### config.mk
export PLATFORM = sky130hd
export DESIGN_NAME = add8u_err_monitor
export DESIGN_NICKNAME = d
export VERILOG_FILES = /design/src/rtl/approx_eval_pkg.sv /design/src/rtl/approx_err_accum.sv /design/src/rtl/add8u_err_monitor.sv
export SDC_FILE = /design/constraint.sdc
export NUM_CORES = 1
export LEC_CHECK = 0
export ABC_CLOCK_PERIOD_IN_PS = 8400
export CORE_ASPECT_RATIO = 1.2
export CORE_MARGIN = 2
export CORE_UTILIZATION = 50
export DETAILED_ROUTE_END_ITERATION = 8
export HOLD_SLACK_MARGIN = 0.1
export PLACE_DENSITY = 0.74
export SLEW_MARGIN = 10
export SYNTH_ARGS = -nofsm -noshare
export SYNTH_HDL_FRONTEND = slang
export SYNTH_SLANG_ARGS = --single-unit
### constraint.sdc
create_clock -name clk -period 8.4 [get_ports clk]
set_clock_uncertainty 0.2 [all_clocks]
set_input_delay 1.68 -clock clk [delete_from_list [all_inputs] [get_ports clk]]
set_output_delay 1.68 -clock clk [all_outputs]
set_load 0.01 [all_outputs]
### src/rtl/approx_eval_pkg.sv
// Shared state type and width helpers for the approximate-arithmetic error monitors.
package approx_eval_pkg;

    typedef enum logic [1:0] {
        IDLE  = 2'd0,
        RUN   = 2'd1,
        DRAIN = 2'd2,
        DONE  = 2'd3
    } state_t;

    function automatic int sum_w(input int width);
        return width + 1;
    endfunction

    function automatic int idx_w(input int width);
        return 2 * width;
    endfunction

    function automatic int cnt_w(input int width);
        return 2 * width + 1;
    endfunction

    function automatic int esum_w(input int width);
        return 3 * width + 1;
    endfunction

endpackage

### src/rtl/approx_err_accum.sv
// Error stage (registered |exact - dut_o|) followed by the accumulate stage that builds
// error sum, worst-case error and erroneous-pair count.
module approx_err_accum
    import approx_eval_pkg::*;
#(
    parameter int WIDTH = 8
) (
    input  logic                      clk,
    input  logic                      rst_n,
    input  logic                      clear,
    input  logic                      flush,
    input  logic                      vld,
    input  logic [WIDTH:0]            exact,
    input  logic [WIDTH:0]            dut_o,
    output logic                      busy,
    output logic [esum_w(WIDTH)-1:0]  err_sum,
    output logic [WIDTH:0]            wce,
    output logic [cnt_w(WIDTH)-1:0]   err_cnt
);

    localparam int SW  = sum_w(WIDTH);
    localparam int ESW = esum_w(WIDTH);
    localparam int CW  = cnt_w(WIDTH);

    logic signed [SW:0]  w_diff;
    logic signed [SW:0]  w_neg;
    logic [SW-1:0]       w_mag;
    logic                r_e_vld;
    logic [SW-1:0]       r_d;
    logic [ESW-1:0]      r_err_sum;
    logic [SW-1:0]       r_wce;
    logic [CW-1:0]       r_err_cnt;

    // One extra bit keeps the difference signed; the magnitude always fits back in SW bits.
    assign w_diff = $signed({1'b0, exact}) - $signed({1'b0, dut_o});
    assign w_neg  = -w_diff;
    assign w_mag  = w_diff[SW] ? w_neg[SW-1:0] : w_diff[SW-1:0];

    // NOTE: non-blocking assignments let stage C see the d value registered on the previous edge.
    always_ff @(posedge clk or negedge rst_n) begin
        if (!rst_n) begin
            r_e_vld <= 1'b0;
            r_d     <= '0;
        end else begin
            r_e_vld <= (clear || flush) ? 1'b0 : vld;
            r_d     <= w_mag;
        end
    end

    always_ff @(posedge clk or negedge rst_n) begin
        if (!rst_n) begin
            r_err_sum <= '0;
            r_wce     <= '0;
            r_err_cnt <= '0;
        end else if (clear) begin
            r_err_sum <= '0;
            r_wce     <= '0;
            r_err_cnt <= '0;
        end else if (r_e_vld) begin
            r_err_sum <= r_err_sum + ESW'(r_d);
            if (r_d > r_wce) r_wce <= r_d;
            r_err_cnt <= r_err_cnt + CW'(r_d != '0);
        end
    end

    assign busy    = r_e_vld;
    assign err_sum = r_err_sum;
    assign wce     = r_wce;
    assign err_cnt = r_err_cnt;

endmodule

### src/rtl/add8u_err_monitor.sv
// Exhaustive error characteriser for WIDTH-bit approximate adders: sweeps every (A,B) pair,
// aligns the exact sum with the DUT latency and accumulates MAE/WCE/EP statistics.
module add8u_err_monitor
    import approx_eval_pkg::*;
#(
    parameter int WIDTH   = 8,
    parameter int DUT_LAT = 0
) (
    input  logic                  clk,
    input  logic                  rst_n,
    input  logic                  start,
    input  logic                  abort,
    output logic [WIDTH-1:0]      dut_a,
    output logic [WIDTH-1:0]      dut_b,
    input  logic [WIDTH:0]        dut_o,
    output logic                  busy,
    output logic                  done,
    output logic [3*WIDTH:0]      err_sum,
    output logic [WIDTH:0]        wce,
    output logic [2*WIDTH:0]      err_cnt
);

    localparam int SW = sum_w(WIDTH);
    localparam int IW = idx_w(WIDTH);

    state_t          r_state;
    state_t          w_state_nxt;
    logic [IW-1:0]   r_idx;
    logic [WIDTH-1:0] r_dut_a;
    logic [WIDTH-1:0] r_dut_b;
    logic            r_issue_vld;

    logic            w_running;
    logic            w_start_ok;
    logic            w_abort_ok;
    logic            w_issue;
    logic            w_pipe_busy;
    logic [SW-1:0]   w_exact;
    logic [SW-1:0]   w_smp_exact;
    logic            w_smp_vld;
    logic            w_dly_busy;
    logic            w_acc_busy;

    assign w_running   = (r_state == RUN) || (r_state == DRAIN);
    assign w_start_ok  = start && !abort && !w_running;
    assign w_abort_ok  = abort && w_running;
    assign w_issue     = (r_state == RUN) && !abort;
    assign w_pipe_busy = r_issue_vld || w_dly_busy || w_acc_busy;

    // NOTE: the next state gets a default before the case so no path can infer a latch.
    always_comb begin
        w_state_nxt = r_state;
        case (r_state)
            IDLE, DONE: if (w_start_ok) w_state_nxt = RUN;
            RUN: begin
                if (abort)             w_state_nxt = IDLE;
                else if (r_idx == '1)  w_state_nxt = DRAIN;
            end
            DRAIN: begin
                if (abort)             w_state_nxt = IDLE;
                else if (!w_pipe_busy) w_state_nxt = DONE;
            end
            default:                   w_state_nxt = IDLE;
        endcase
    end

    always_ff @(posedge clk or negedge rst_n) begin
        if (!rst_n) r_state <= IDLE;
        else        r_state <= w_state_nxt;
    end

    // Operands hold their last values outside RUN; idx wraps to 0 after the final pair.
    always_ff @(posedge clk or negedge rst_n) begin
        if (!rst_n) begin
            r_idx       <= '0;
            r_dut_a     <= '0;
            r_dut_b     <= '0;
            r_issue_vld <= 1'b0;
        end else begin
            r_issue_vld <= w_issue;
            if (w_start_ok) begin
                r_idx <= '0;
            end else if (w_issue) begin
                r_dut_a <= r_idx[WIDTH-1:0];
                r_dut_b <= r_idx[IW-1:WIDTH];
                r_idx   <= r_idx + 1'b1;
            end
        end
    end

    assign w_exact = SW'(r_dut_a) + SW'(r_dut_b);

    generate
        if (DUT_LAT == 0) begin : g_no_dly
            assign w_smp_vld   = r_issue_vld;
            assign w_smp_exact = w_exact;
            assign w_dly_busy  = 1'b0;
        end else begin : g_dly
            logic [DUT_LAT-1:0] r_vld_dly;
            logic [SW-1:0]      r_exact_dly [DUT_LAT];

            always_ff @(posedge clk or negedge rst_n) begin
                if (!rst_n) begin
                    r_vld_dly <= '0;
                end else if (w_abort_ok) begin
                    r_vld_dly <= '0;
                end else begin
                    r_vld_dly[0] <= r_issue_vld;
                    for (int i = 1; i < DUT_LAT; i++) r_vld_dly[i] <= r_vld_dly[i-1];
                end
            end

            // NOTE: only the valid bits need reset; exact-sum data is ignored while its valid is low.
            always_ff @(posedge clk) begin
                r_exact_dly[0] <= w_exact;
                for (int i = 1; i < DUT_LAT; i++) r_exact_dly[i] <= r_exact_dly[i-1];
            end

            assign w_smp_vld   = r_vld_dly[DUT_LAT-1];
            assign w_smp_exact = r_exact_dly[DUT_LAT-1];
            assign w_dly_busy  = |r_vld_dly;
        end
    endgenerate

    approx_err_accum #(
        .WIDTH (WIDTH)
    ) u_accum (
        .clk     (clk),
        .rst_n   (rst_n),
        .clear   (w_start_ok),
        .flush   (w_abort_ok),
        .vld     (w_smp_vld),
        .exact   (w_smp_exact),
        .dut_o   (dut_o),
        .busy    (w_acc_busy),
        .err_sum (err_sum),
        .wce     (wce),
        .err_cnt (err_cnt)
    );

    assign dut_a = r_dut_a;
    assign dut_b = r_dut_b;
    assign busy  = w_running;
    assign done  = (r_state == DONE);

endmodule

# After elaboration in Yosys (flattened, before gate mapping)
# Cells that the tools add are included.
# op_classes
n_bitwise	1
n_reduce_logical	18
eq_ne	7
addsub	6
muxes	17
order_cmp	1
# ops
cell	count
25-bit 2-to-1 mux	2
9-bit 2-to-1 mux	4
17-bit 2-to-1 mux	2
16-bit 2-to-1 mux	2
25-bit by 9-bit adder with 25-bit output	1
17-bit by 1-bit adder with 17-bit output	1
16-bit by 1-bit adder with 16-bit output (second input constant)	1
16-bit equality test (second input constant)	1
2-bit 2-to-1 mux	5
9-bit by 9-bit subtractor with 10-bit output	1
8-bit by 8-bit adder with 9-bit output	1
9-bit greater-than comparator	1
9-bit negator	1
9-bit nonzero test	1
2-bit one-hot mux with 3 select lines	1
2-bit nonzero test	3
2-bit equality test (second input constant)	2
1-bit logical AND	4
2-bit AND reduction	2
1-bit logical OR	3
3-bit by 2-bit != test with 1-bit output (second input constant)	1
3-bit != test (second input constant)	1
3-bit AND reduction	1
2-bit by 1-bit equality test with 1-bit output (second input constant)	1
other kinds (6)	7
# word_totals
wordCells	60
ff_bits	96

# Longest topological paths before layout
# depth
depth_word	6
ltp_mapped	12
mapped_depth_nobuf	12

# Hierarchy
# Synthesis repeated with hierarchy kept, for this count alone.
# hier_totals
cells_unflattened	629
area_unflattened_um2	5980.7
# by_module_without_submodules
module	seq_area_each_um2	cells_each	n_inst	area_per_inst_um2
approx_err_accum	1526.5	432	1	4012.6
add8u_err_monitor	875.8	197	1	1968.1

# Least setup slack after synthesis
# Ideal clock, no wire load.
# synth_path
kind	input-to-reg
from	in dut_o[1]
to	reg u_accum.r_d[8]
t_arrival_ps	3725
slack_ps	4350
t_required_ps	8075
n_path_buf	0
stages	9
cell_sequence	fa_1 inv_1 ha_1 a211oi_1 or4b_1 o2111a_1 nor4b_2 a31oi_1 xnor2_1
# synth_via
elab_chain_cells	3
# synth_rtl
element	line_no	source
start: declaration	add8u_err_monitor.sv:15	input logic [WIDTH:0] dut_o,
9-bit by 9-bit subtractor with 10-bit output *	approx_err_accum.sv:35	assign w_diff = $signed({1'b0, exact}) - $signed({1'b0, dut_o});
9-bit negator	approx_err_accum.sv:36	assign w_neg = -w_diff;
9-bit 2-to-1 mux *	approx_err_accum.sv:37	assign w_mag = w_diff[SW] ? w_neg[SW-1:0] : w_diff[SW-1:0];
named net u_accum.w_mag[8]	approx_err_accum.sv:27	logic [SW-1:0] w_mag;
end signal: assignment	approx_err_accum.sv:46	r_d <= w_mag;
end: declaration	approx_err_accum.sv:29	logic [SW-1:0] r_d;
# Mark *: on every way through the listed nets, which the timed path passes. The rest lies on a longest branch.
# A chain may end at the register's enable or synchronous reset.

# Final worst setup path
# Ends and elaborated chain as after synthesis.

==> results.py <==
metrics = {
    "sta": {
        "hold_viol_final": 0,
        "setup_viol": 0,
        "drv_slew": 0,
        "fin_crit_sh_pct": 51.4,
        "setup-tns-final_ns": 0,
        "whs_ns": 0.324,
        "timing.slew.headroom_pct": 47.0,
        "worst_pin_slew_ns": 0.790,
        "fmax_mhz": 231,
        "rsz0062_at_grt": "false",
        "fin_crit_ns": 4.32,
    },
    "job": {
        "drv_cap": 0,
    },
    "place": {
        "numPortBuffers": 81,
        "gp_congestion": 1.01,
        "place_inst": 808,
        "hpwlAfterDp_microns": 9500,
        "placed_cell_area_sq_mm": 0.00659,
    },
    "min_path": {
        "worst_hold_startpoint": "r_issue_vld$_DFF_PN0_",
        "holdPathEnd": "u_accum.busy$_DFF_PN0_",
        "hold_class": "reg -> reg",
        "holdPathStages": 1,
    },
    "route": {
        "antenna_left": 0,
        "routed_wl_microns": 12800,
        "first_pass_iters": 4,
        "drt_iter0_markers": 207,
        "via_count": 4623,
        "wl_per_cell_microns": 15.5,
        "drc": 0,
        "via_per_inst": 5.61,
    },
    "layout": {
        "mostFrequentLayoutCell": "dfrtp_1",
        "fin_area_sq_mm": 0.00693,
        "final_cell_mix": "dfrtp_1 (96), clkdlybuf4s50_1 (80), nor2_1 (66), inv_1 (59), nand2_1 (52)",
        "fin_util_pct": 62.8,
        "diodes": 0,
        "syn_to_final_growth_pct": 22.4,
        "nets": 744,
        "final_cells": 824,
        "drive_gt1_share_pct": 4.19,
    },
    "power": {
        "peakVddDrop_uv": 163,
        "p_leak_nw": 3.07,
        "powerDensity_mw_per_mm2": 283,
    },
    "worst_setup_path": {
        "worstReg2RegEnd": "u_accum.r_d[8]$_DFF_PN0_",
        "reg2reg_slack_ns": 5.34,
        "start_kind": "input pin",
        "rr_startpoint": "dut_a[1]$_DFFE_PN0P_",
        "cp_data_required_time_ns": 8.42,
        "end_kind": "flip-flop",
        "crit_family": "adder cells",
        "crit_slowest_cell": "fa_1",
        "max_stage_delay_ns": 0.55,
        "worstPathArrival_ns": 4.34,
        "crit_type": "in -> reg",
        "path_max_fanout": 4,
        "rr_worst_depth": 10,
        "path_buf_inv": 2,
        "path_cells": "clkdlybuf4s50_1 > fa_1 > inv_1 > ha_1 > a211oi_1 > or4b_1 > o2111a_1 > nor4b_2 > a31oi_1 > xnor2_1",
    },
    "die": {
        "initial_utilization_pct": 51.3,
        "die_w_microns": 101,
        "io_pins": 82,
        "design.die.area_sq_mm": 0.0122,
        "core_sq_mm": 0.0110,
        "rows": 42,
        "fp.dieH_microns": 121,
    },
    "synthesis": {
        "synth_nets": 665,
        "synth_seq_cells": 96,
        "synth-edff-count": 0,
        "yosysSeqAreaShare_pct": 42.5,
        "synth_top_area_cell": "dfrtp_1",
        "synthCells": 608,
        "syn_area_per_cell_sq_um": 9.31,
        "synth_cell_types": 54,
        "synthTopCellsByArea": "dfrtp_1 (42%), ha_1 (7.7%), xor2_1 (5.3%)",
        "yosys_warnings": 0,
        "yosysTopAreaCellShare_pct": 42.5,
        "yosys_most_used_dff": "dfrtp_1",
        "async_reset_ff_share_pct": 100,
        "syn_area_sq_mm": 0.00566,
    },
    "clock_tree": {
        "path_clk_slew_ns": 0.07,
        "cts-root-buf": "clkbuf_16",
        "ctsHoldBuffers": 0,
        "cts.path.max_buffers": 2,
        "cts_setup_buffers": 0,
        "cts.repair.resized": 0,
        "clk_latency_ns": 0.35,
        "cts_made_buffers": 9,
        "htreeDepth": 3,
        "clock-sinks": 96,
        "cts_tree": "built",
    },
    "grt": {
        "grt_max_degree": 66,
        "grt_util_all_layers_pct": 22.4,
        "grt_pass1_wl_microns": 21800,
        "first_global_vias": 4613,
        "grt_overflow": 0,
        "antenna_found_initial": 0,
    },
    "outcome": {
        "status": "complete, no violations",
    },
}
## layer usage
| metal | up-vias | share of wire [%] | track usage [%] |
|---|---|---|---|
| met2 | 131 | 49 | 37.5 |
| met4 | 0 | 1.8 | 8.19 |
| met1 | 2231 | 44 | 29.7 |
| li1 | 2240 | - | - |
| met3 | 21 | 4.7 | 2.89 |
| met5 | - | 0 | 0 |
## cell usage after synthesis, types with 6 or more instances
cell type,instances
nand3_1,22
or3_1,6
dfrtp_1,96
inv_1,59
ha_1,35
and3_1,11
nor3_1,11
o21ai_0,43
xnor2_1,24
xor2_1,34
a211oi_1,6
a21o_1,7
fa_1,9
nand4_1,11
a21oi_1,29
nor2_1,66
nand2_1,52
mux2i_1,8
clkbuf_1,12
## worst max path at each step
stage / from / end / slack [ns] / depth (start not counted)
2_1_floorplan: dut_o[1] / u_accum.r_d[8]$_DFF_PN0_ / 4.35 / 9
3_3_place_gp: dut_o[1] / u_accum.r_d[8]$_DFF_PN0_ / 3.80 / 10
3_5_place_dp: dut_o[1] / u_accum.r_d[8]$_DFF_PN0_ / 3.71 / 10
4_1_cts: dut_o[1] / u_accum.r_d[8]$_DFF_PN0_ / 4.06 / 10
5_1_grt: dut_o[1] / u_accum.r_d[8]$_DFF_PN0_ / 3.88 / 10
6_report: dut_o[1] / u_accum.r_d[8]$_DFF_PN0_ / 4.08 / 10
## logic make-up after synthesis
kind of cell	synth area share, %
buffers and inverters	5.06
AOI/OAI and AO/OA	13.8
muxes	1.42
adders and majority gates	10.9
DFF	42.5
and+or+nand+nor	17.4
xor gates and xnor gates	8.98
## registers in the layout, summed over array words and instances (netlist names)
signal	cells
dut_a	8
dut_b	8
r_idx	16
r_issue_vld	1
r_state	2
u_accum.busy	1
u_accum.err_cnt	17
u_accum.err_sum	25
u_accum.r_d	9
u_accum.wce	9
## through the flow
step | total power [mW] | setup WS [ns]
2_1_floorplan | 1.21 | 4.35
3_3_place_gp | 1.47 | 3.80
3_5_place_dp | 1.51 | 3.71
4_1_cts | 1.96 | 4.06
5_1_grt | 2.09 | 3.88
6_report | 1.96 | 4.08
## where the power goes
| part | internal [mW] | switching (mW) | total (mW) |
|---|---|---|---|
| clock network | 0.278 | 0.178 | 0.456 |
| logic | 0.378 | 0.470 | 0.848 |
| registers | 0.553 | 0.102 | 0.655 |
| total | 1.21 | 0.750 | 1.96 |
## cell type report
type                    count  area, sq um
inverters                  60          225
flip-flops and latches     96         2400
clock inverters             4         76.3
clock buffers              12          256
multi-input cells         436         2970
well taps                 132          165
repair buffers             84          831
fillers                   912         4110
Note: power is estimated with default switching activity, not from simulation.
